File: src/rtl/lvds_tx_pkg.sv
// lvds_tx_pkg: width constants and FSM encoding shared by the LVDS serializer and deserializer
package lvds_tx_pkg;
  localparam int WORD_W = 14;
  localparam int SYM_W = 7;
  localparam int PHASE_LAST = 6;
  typedef enum logic {ST_TRAIN, ST_DATA} state_t;
endpackage

File: src/rtl/lvds_tx_serializer.sv
// lvds_tx_serializer: 7:1 DDR serializer sending a training preamble, then user data or idle words
module lvds_tx_serializer
  import lvds_tx_pkg::*;
#(
  parameter int TRAIN_WORDS = 64,
  parameter logic [WORD_W-1:0] IDLE_WORD = '0
) (
  input  logic              CLK,
  input  logic              RESET,
  input  logic [SYM_W-1:0]  training_pattern,
  input  logic              train_req,
  input  logic [WORD_W-1:0] Data_in,
  input  logic              Data_valid,
  output logic              Data_ready,
  output logic              output_rising,
  output logic              output_falling,
  output logic              training
);
  localparam int TCNT_W = $clog2(TRAIN_WORDS + 1);
  state_t state;
  logic [2:0] phase;
  logic [WORD_W-1:0] sr;
  logic [TCNT_W-1:0] tcnt;
  logic req_pend;
  logic load, trained, req, go_data;
  // a train_req pulse seen mid-word is held until the next word boundary
  assign req = train_req | req_pend;
  assign load = phase == 3'(PHASE_LAST);
  assign trained = tcnt >= TCNT_W'(TRAIN_WORDS);
  assign go_data = !req && (state == ST_DATA || trained);
  assign Data_ready = load && go_data;
  assign output_rising = sr[WORD_W-1];
  assign output_falling = sr[WORD_W-2];
  always_ff @(posedge CLK) begin
    if (RESET) begin
      state <= ST_TRAIN;
      phase <= 3'(PHASE_LAST);
      sr <= '0;
      tcnt <= '0;
      req_pend <= 1'b0;
      training <= 1'b0;
    end else if (load) begin
      phase <= '0;
      req_pend <= 1'b0;
      if (go_data) begin
        sr <= Data_valid ? Data_in : IDLE_WORD;
        state <= ST_DATA;
        training <= 1'b0;
      end else begin
        sr <= {training_pattern, training_pattern};
        state <= ST_TRAIN;
        training <= 1'b1;
        tcnt <= req ? TCNT_W'(1) : trained ? tcnt : tcnt + 1'b1;
      end
    end else begin
      sr <= sr << 2;
      phase <= phase + 1'b1;
      req_pend <= req_pend | train_req;
    end
  end
endmodule

File: config.mk
export PLATFORM = sky130hd
export DESIGN_NAME = lvds_tx_serializer
export DESIGN_NICKNAME = d
export VERILOG_FILES = /design/src/rtl/lvds_tx_pkg.sv /design/src/rtl/lvds_tx_serializer.sv
export SDC_FILE = /design/constraint.sdc
export NUM_CORES = 1
export LEC_CHECK = 0
export CORE_ASPECT_RATIO = 0.9
export CORE_MARGIN = 5
export CORE_UTILIZATION = 48
export DETAILED_ROUTE_END_ITERATION = 8
export GPL_TIMING_DRIVEN = 0
export PLACE_DENSITY = 0.74
export SYNTH_ARGS = -nofsm -noshare
export SYNTH_HDL_FRONTEND = slang
export SYNTH_SLANG_ARGS = --single-unit
File: constraint.sdc
create_clock -name CLK -period 1.6 [get_ports CLK]
set_input_delay 0.32 -clock CLK [delete_from_list [all_inputs] [get_ports CLK]]
set_output_delay 0.32 -clock CLK [all_outputs]
set_load 0.005 [all_outputs]
==> results of run 1 <==
==> power by group <==
part / internal (mW) / leakage, nW / switching [mW]
clock network: 0.0936 / 0.0177 / 0.199
logic: 0.173 / 0.389 / 0.185
registers: 0.739 / 0.222 / 0.0350
==> cells in the mapped netlist (3+ instances only) <==
cell,number
sky130_fd_sc_hd__dfxtp_1,27
sky130_fd_sc_hd__buf_6,3
sky130_fd_sc_hd__o211ai_1,3
sky130_fd_sc_hd__nor3_2,10
sky130_fd_sc_hd__xor2_1,4
sky130_fd_sc_hd__a221oi_2,8
sky130_fd_sc_hd__nor3_1,13
sky130_fd_sc_hd__a221oi_1,4
sky130_fd_sc_hd__a21oi_1,4
sky130_fd_sc_hd__nor2_1,17
sky130_fd_sc_hd__nand2_1,3
sky130_fd_sc_hd__clkbuf_1,3
==> cells in the final DEF, fill, tap and decap left out, types with 4 or more instances in the layout <==
cell,n
sky130_fd_sc_hd__nor3_2,10
sky130_fd_sc_hd__nor3_1,12
sky130_fd_sc_hd__xor2_1,4
sky130_fd_sc_hd__nor2_1,17
sky130_fd_sc_hd__a221oi_2,8
sky130_fd_sc_hd__a21oi_1,4
sky130_fd_sc_hd__buf_4,4
sky130_fd_sc_hd__dfxtp_1,25
sky130_fd_sc_hd__clkdlybuf4s50_1,25
sky130_fd_sc_hd__a221oi_1,4
==> cell families after synthesis <==
logic type / after synthesis / share of synthesized area
adders and majority gates: 1 / 0.0101
muxes: 1 / 0.00806
xor gates and xnor gates: 4 / 0.0282
DFF: 27 / 0.435
buffers and inverters: 10 / 0.0534
and+or+nand+nor: 53 / 0.261
AOI/OAI and AO/OA: 27 / 0.204
==> per-stage QoR <==
| step | cells | power (mW) | util | worst slack [ns] |
|---|---|---|---|---|
| final | 186 | 1.43 | 0.666 | -0.0380 |
| after CTS | 184 | 1.42 | 0.652 | -0.0729 |
| after detailed placement | 178 | 1.12 | 0.627 | -0.708 |
| after global placement | 178 | 1.11 | 0.627 | -0.717 |
| after floorplan | 123 | 0.984 | - | 0.245 |
| after global routing | 186 | 1.52 | 0.666 | -0.132 |
==> worst reg2reg max path, cell delays in order (launching register included) <==
cell and delay, ns:
sky130_fd_sc_hd__dfxtp_2 0.35, sky130_fd_sc_hd__nor2_1 0.30, sky130_fd_sc_hd__o21ai_2 0.20, sky130_fd_sc_hd__buf_6 0.20, sky130_fd_sc_hd__a221oi_2 0.32, sky130_fd_sc_hd__nor3_2 0.08
==> sequential cells by signal (all words and copies together), names as in the netlist <==
name and flops:
tcnt 7, req_pend 1, training 1, state 1, phase 3, sr 14
==> per-layer routing <==
layer	vias to the layer above	track usage	wire length [um]
met4	0	0.0356	14
met5	-	0	0
li1	531	-	-
met3	2	0.0368	167
met1	507	0.235	1420
met2	30	0.277	1450
==> worst paths after layout <==
path | start | to | slack (ns)
worst max-delay path | req_pend | Data_ready | -0.04
worst min-delay path | RESET | sr[0] | 0.43
worst max register to register | req_pend | sr[9] | 0.04
worst min register to register | sr[1] | sr[3] | 0.48
==> what timing repair did <==
item | in CTS | in global routing
endpoints found under the setup margin | 10 | 11
setup buffers | 2 | 2
pin swaps | 2 | 2
gates resized for setup | 10 | 3
==> final cells by class <==
cell class,instances,share of cell area
Multi-Input combinational cell,86,0.404
Sequential cell,27,0.331
Timing Repair Buffer,31,0.187
Buffer,9,0.0381
Tap cell,28,0.0213
Clock buffer,3,0.0137
Clock inverter,1,0.00305
Inverter,1,0.00228
==> tab_implementation.tex, run 1 <==
\begin{tabular}{lr}
\hline
Metric & Value \\
\hline
\multicolumn{2}{l}{\textbf{Worst hold path}} \\
\quad Number of cells traversed by the worst hold path & 2 \\
\quad HP Class & input port to flip-flop \\
\multicolumn{2}{l}{\textbf{Synth}} \\
\quad Post-synthesis area per instance & 10.1 um2 \\
\quad Dominant cell type by area after synthesis & sky130\_fd\_sc\_hd\_\_dfxtp\_1 \\
\quad Fraction of synthesized cell area taken by the top area cell type & 0.435 \\
\quad Top\_reg\_cell synth & sky130\_fd\_sc\_hd\_\_dfxtp\_1 \\
\quad Async set-reset flop share out of synthesis & 0 \\
\quad Share of the yosys chip area belonging to registers & 0.435 \\
\quad Synth Register Bits & 27 \\
\quad Number of enable flip-flop cells after synthesis & 0 \\
\quad Nets in the synthesized netlist & around 150 \\
\quad Top cells by area, synth & sky130\_fd\_sc\_hd\_\_dfxtp\_1 44\%, sky130\_fd\_sc\_hd\_\_a221oi\_2 9.7\%, sky130\_fd\_sc\_hd\_\_nor3\_2 8.1\% \\
\quad Cell count after synthesis & around 120 \\
\quad Count of different cell masters after synthesis & 32 \\
\quad Synth Cell Area & 1240 um2 \\
\quad Count of warnings emitted by yosys & 0 \\
\multicolumn{2}{l}{\textbf{Timing}} \\
\quad Worst hold slack & between 0.4 and 0.5 ns \\
\quad Finish-stage setup viols & 1 \\
\quad Setup repair after global routing missed its margin & yes \\
\quad Setup TNS & -0.0380 ns \\
\quad Setup skew after layout & $\sim$0.005 ns \\
\quad Final worst setup slack & -0.0380 ns \\
\quad Slew at the pin with the worst max-slew slack & 0.677 ns \\
\quad Crit path time final & roughly 1.6 ns \\
\quad Maximum clock rate & between 600 and 700 MHz \\
\quad Crit share post-route & 1.02 \\
\quad Total count of hold-check failures in the final report & 0 \\
\quad Slew Limit Fails & 0 \\
\quad Rel. slew slack & 0.549 \\
\multicolumn{2}{l}{\textbf{Floorplan}} \\
\quad Overall die height & between 50 and 60 um \\
\quad Die Wd & between 60 and 70 um \\
\quad Standard-cell rows & 17 \\
\quad DIE AREA & $\sim$3700 um2 \\
\quad Area of the core & approximately 2500 um2 \\
\quad Num ports & 29 \\
\quad Initial core utilization & 0.504 \\
\multicolumn{2}{l}{\textbf{Clock tree}} \\
\quad Reg clk slew, reported paths & roughly 0.15 ns \\
\quad Hold buffer count at cts & 0 \\
\quad H-tree depth & 1 \\
\quad TritonCTS clock tree & done \\
\quad Cts bufs inserted & 3 \\
\quad Maximum count of clock buffers along a single path & 2 \\
\quad CTS root buf & sky130\_fd\_sc\_hd\_\_clkbuf\_4 \\
\quad \# clock sinks & 27 \\
\quad Clk\_lat worst skew & 0.32 ns \\
\multicolumn{2}{l}{\textbf{Worst setup path}} \\
\quad Total number of cells along the worst setup path & 4 \\
\quad Worst-path maximum fanout & 3 \\
\quad Worst EP required & between 1 and 1.5 ns \\
\quad Startpoint types & flip-flop \\
\quad Type of the setup path with the least slack & flip-flop to output pin \\
\quad Data arrival time at the worst-slack endpoint & approximately 1.3 ns \\
\quad Register-to-Register Path Depth & 5 \\
\quad Biggest cell delay along the critical path & $\sim$0.35 ns \\
\quad Type of destination of the critical path & output pin \\
\quad Cell with the largest stage delay on the worst path & sky130\_fd\_sc\_hd\_\_dfxtp\_2 \\
\quad Cell family with most CP delay & simple AND/OR/NAND/NOR gates \\
\quad Cells along the critical path & or2\_1, buf\_6, nor3\_4, buf\_2 \\
\quad Buffering stage count on the worst path with inverters included & 2 \\
\multicolumn{2}{l}{\textbf{Global route}} \\
\quad Via count of the first global-routing pass & 1,077 \\
\quad Total global-route track usage & 0.171 \\
\quad Pin count of the biggest net entering global routing & 16 \\
\quad Wire length of the first global-routing pass & 5130 um \\
\quad Initial antenna violation count & 0 \\
\quad Overall overflow remaining after global route & 0 \\
\multicolumn{2}{l}{\textbf{Finish}} \\
\quad Multi-input logic area & approximately 660 um2 \\
\quad Final instance area & roughly 1600 um2 \\
\quad Final net count & approximately 190 \\
\quad Ratio of cells with drive above 1 in the final layout & 0.253 \\
\quad Fill cells & approximately 220 \\
\quad Antenna cell count & 0 \\
\quad Area grow syn2layout & 32.2\% \\
\quad Footprint of the flip-flops and latches & approximately 540 um2 \\
\multicolumn{2}{l}{\textbf{Drt}} \\
\quad Final wirelength & around 3000 um \\
\quad Number of nets with antenna violations after routing & 0 \\
\quad Drt pass-1 iters & 4 \\
\quad Number of vias per cell & 5.75 \\
\quad Wire length per cell after detailed routing & around 16 um \\
\quad Starting DRC count in detailed routing & between 60 and 70 \\
\quad Remaining DRCs & 0 \\
\quad Count of vias placed by the detailed router & 1,070 \\
\multicolumn{2}{l}{\textbf{Outcome}} \\
\quad Run status & complete, but fails checks \\
\quad Failing checks & negative setup slack \\
\multicolumn{2}{l}{\textbf{Placed design}} \\
\quad Count of buffers from port buffering & 27 \\
\quad Gpl congestion & 0.775 \\
\quad Area after detailed placement & roughly 1500 um2 \\
\quad DP HPWL & around 2200 um \\
\multicolumn{2}{l}{\textbf{Power and ir drop}} \\
\quad Power density over cell area & 868 nW/um2 \\
\quad Leakage power of the design & between 0.6 and 0.7 nW \\
\quad Worst vdd ir & approximately 540 uV \\
\multicolumn{2}{l}{\textbf{Job}} \\
\quad Max-capacitance violation count & 0 \\
\hline
\end{tabular}
Power figures use the tool's default switching activity.
==> run 2, diff against run 1 <==
--- a/config.mk
+++ b/config.mk
@@ -11,6 +11,7 @@
 export DETAILED_ROUTE_END_ITERATION = 8
 export GPL_TIMING_DRIVEN = 0
 export PLACE_DENSITY = 0.74
+export SKIP_CTS_REPAIR_TIMING = 1
 export SYNTH_ARGS = -nofsm -noshare
 export SYNTH_HDL_FRONTEND = slang
 export SYNTH_SLANG_ARGS = --single-unit
==> tab_implementation.tex, run 2 (synthesis results as in run 1) <==
\begin{tabular}{lr}
\hline
Metric & Value \\
\hline
\multicolumn{2}{l}{\textbf{Floorplan}} \\
\quad Standard-cell rows & 17 (unchanged) \\
\quad DIE AREA & 3710 um2 (unchanged) \\
\quad Num ports & 29 (unchanged) \\
\quad Initial core utilization & 0.504 (unchanged) \\
\quad Die Wd & 63.6 um (unchanged) \\
\quad Area of the core & 2470 um2 (unchanged) \\
\quad Overall die height & 58.3 um (unchanged) \\
\multicolumn{2}{l}{\textbf{Clock tree}} \\
\quad \# clock sinks & 27 (unchanged) \\
\quad TritonCTS clock tree & done \\
\quad H-tree depth & 1 (unchanged) \\
\quad Reg clk slew, reported paths & 0.15 ns (about the same) \\
\quad Maximum count of clock buffers along a single path & 2 (unchanged) \\
\quad Clk\_lat worst skew & 0.32 ns (about the same) \\
\quad CTS root buf & sky130\_fd\_sc\_hd\_\_clkbuf\_4 \\
\quad Cts bufs inserted & 3 (unchanged) \\
\multicolumn{2}{l}{\textbf{Finish}} \\
\quad Register with the most flip-flops & sr \\
\quad Share of the core filled with cells in the final layout & 0.663 (-0.00254) \\
\quad Antenna cell count & 0 (unchanged) \\
\quad Largest registers & sr x14, tcnt x7, phase x3 \\
\quad Ratio of cells with drive above 1 in the final layout & 0.255 (+0.00161) \\
\quad Final net count & 184 (-0.54\%) \\
\quad Number of flip-flops in the largest register & 14 (unchanged) \\
\quad Commonest non-fill, non-tap cells in the layout & 25 x sky130\_fd\_sc\_hd\_\_clkdlybuf4s50\_1, 25 x sky130\_fd\_sc\_hd\_\_dfxtp\_1, 16 x sky130\_fd\_sc\_hd\_\_nor2\_1 \\
\quad Area grow syn2layout & 31.7\% \\
\quad Final instance area & 1640 um2 (-0.38\%) \\
\multicolumn{2}{l}{\textbf{Power and ir drop}} \\
\quad Power density over cell area & 872 nW/um2 (+0.51\%) \\
\quad Leakage power of the design & 0.631 nW (+0.28\%) \\
\quad Power, Total & 1.43 mW (+0.13\%) \\
\quad Worst vdd ir & 498 uV (-7.2\%) \\
\multicolumn{2}{l}{\textbf{Timing}} \\
\quad Rel. slew slack & 0.553 (+0.00422) \\
\quad Slew at the pin with the worst max-slew slack & 0.671 ns (-0.00632 ns) \\
\quad Total count of hold-check failures in the final report & 0 (unchanged) \\
\quad Finish-stage setup viols & 1 (unchanged) \\
\quad Worst hold slack & 0.388 ns (-0.0427 ns) \\
\quad Setup repair after global routing missed its margin & yes \\
\quad Setup skew after layout & 0.00501 ns (+0.0000316 ns) \\
\quad Crit path time final & 1.73 ns (+0.0928 ns) \\
\quad Final worst setup slack & -0.131 ns (-0.0928 ns) \\
\quad Slew Limit Fails & 0 (unchanged) \\
\quad Crit share post-route & 1.08 (+0.0580) \\
\quad Maximum clock rate & 578 MHz (-5.4\%) \\
\multicolumn{2}{l}{\textbf{Worst setup path}} \\
\quad Register-to-Register Path Depth & 6 (+1) \\
\quad Worst-path maximum fanout & 3 (unchanged) \\
\quad Beginning of the worst register-to-register path & req\_pend \\
\quad Setup slack on the worst flop-to-flop path & 0.09 ns (+0.05 ns) \\
\quad Cell family with most CP delay & simple AND/OR/NAND/NOR gates \\
\quad Cell with the largest stage delay on the worst path & sky130\_fd\_sc\_hd\_\_dfxtp\_2 \\
\quad Startpoint types & flip-flop \\
\quad RR Endpoint & tcnt[0] \\
\quad Worst EP required & 1.28 ns (about the same) \\
\quad Buffering stage count on the worst path with inverters included & 2 (unchanged) \\
\quad Type of the setup path with the least slack & flip-flop to output pin \\
\quad Total number of cells along the worst setup path & 4 (unchanged) \\
\quad Type of destination of the critical path & output pin \\
\quad Cells along the critical path & or2\_1, buf\_6, nor3\_4, buf\_2 \\
\quad Data arrival time at the worst-slack endpoint & 1.41 ns (+0.09 ns) \\
\quad Biggest cell delay along the critical path & 0.35 ns (about the same) \\
\multicolumn{2}{l}{\textbf{Drt}} \\
\quad Highest Signal Layer & met4 \\
\quad Number of vias per cell & 5.72 (-0.59\%) \\
\quad Remaining DRCs & 0 (unchanged) \\
\quad Count of vias placed by the detailed router & 1,058 (-1.1\%) \\
\quad Met3 Routed Length & 152 um (-9.0\%) \\
\quad Number of nets with antenna violations after routing & 0 (unchanged) \\
\quad Starting DRC count in detailed routing & 47 (-28\%) \\
\quad Wire length per cell after detailed routing & 16.3 um (-0.91\%) \\
\quad Final wirelength & 3010 um (-1.4\%) \\
\quad Routed met2 length & 1480 um (+2.1\%) \\
\quad Wire length on met1 & 1360 um (-4.3\%) \\
\quad Drt pass-1 iters & 4 (unchanged) \\
\multicolumn{2}{l}{\textbf{Worst hold path}} \\
\quad End point of the worst hold path & tcnt[1] \\
\quad Hold path startpoint & train\_req \\
\quad Number of cells traversed by the worst hold path & 4 (+2) \\
\quad HP Class & input port to flip-flop \\
\multicolumn{2}{l}{\textbf{Placed design}} \\
\quad Count of buffers from port buffering & 27 (unchanged) \\
\quad Area after detailed placement & 1550 um2 (unchanged) \\
\quad DP HPWL & 2180 um (unchanged) \\
\quad Setup slack at placement & -0.708 ns (unchanged) \\
\quad Gpl congestion & 0.775 (unchanged) \\
\multicolumn{2}{l}{\textbf{Global route}} \\
\quad Via count of the first global-routing pass & 1,062 (-1.4\%) \\
\quad Wire length of the first global-routing pass & 5020 um (-2.0\%) \\
\quad Pin count of the biggest net entering global routing & 16 (unchanged) \\
\quad Initial antenna violation count & 0 (unchanged) \\
\quad Overall overflow remaining after global route & 0 (unchanged) \\
\quad Total global-route track usage & 0.167 (-0.00413) \\
\multicolumn{2}{l}{\textbf{Outcome}} \\
\quad Failing checks & negative setup slack \\
\quad Run status & complete, but fails checks \\
\multicolumn{2}{l}{\textbf{Job}} \\
\quad Max-capacitance violation count & 0 (unchanged) \\
\hline
\end{tabular}
-- run 2: changes by cell type in the layout (fill, tap and decap cells not counted), sizes merged --
| cell | before | now |
|---|---|---|
| clkbuf | 6 | 7 |
| dlymetal6s2s | 0 | 1 |
| buf | 11 | 9 |
| dlygate4sd2 | 1 | 0 |
-- run 2: power by group --
| part | switching, mW | internal [mW] | total (mW) |
|---|---|---|---|
| Sequential | 0.0352 | 0.739 | 0.774 |
| Combinational | 0.186 | 0.175 | 0.361 |
| Clock | 0.198 | 0.0936 | 0.292 |
-- run 2: area by class of cell --
| type | count | area [um2] |
|---|---|---|
| fill | 224 | 831 |
| multi-input combinational | 86 | 672 |
| sequential | 27 | 543 |
| timing repair buffer | 30 | 290 |
| buffer | 9 | 65.1 |
| tap | 28 | 35.0 |
| clock buffer | 3 | 22.5 |
| clock inverter | 1 | 5.00 |
| inverter | 1 | 3.75 |
-- run 2: worst max path at each step --
stage / start / endpoint
2_1_floorplan: train_req / tcnt[0]
3_3_place_gp: train_req / Data_ready
3_5_place_dp: train_req / Data_ready
4_1_cts: phase[0] / Data_ready
5_1_grt: req_pend / Data_ready
6_report: req_pend / Data_ready
-- run 2: metrics by stage --
step,instances,setup TNS (ns)
after floorplan,123,0
after global placement,178,-6.39
after detailed placement,178,-7.02
after CTS,182,-1.33
after global routing,185,-0.214
final,185,-0.131
-- run 2: metal layers --
metal  GRT usage  vias to the layer above
li1            -                      527
met1       0.227                      504
met2       0.271                       25
met3      0.0368                        2
met4      0.0356                        0
met5           0                        -
-- run 2: worst reg2reg max path, cell delays in order (launching register included) --
cell and delay (ns):
sky130_fd_sc_hd__dfxtp_2 0.35, sky130_fd_sc_hd__or2_1 0.23, sky130_fd_sc_hd__buf_6 0.13, sky130_fd_sc_hd__buf_4 0.14
sky130_fd_sc_hd__o21ai_1 0.27, sky130_fd_sc_hd__mux2i_1 0.22, sky130_fd_sc_hd__nor2_1 0.05
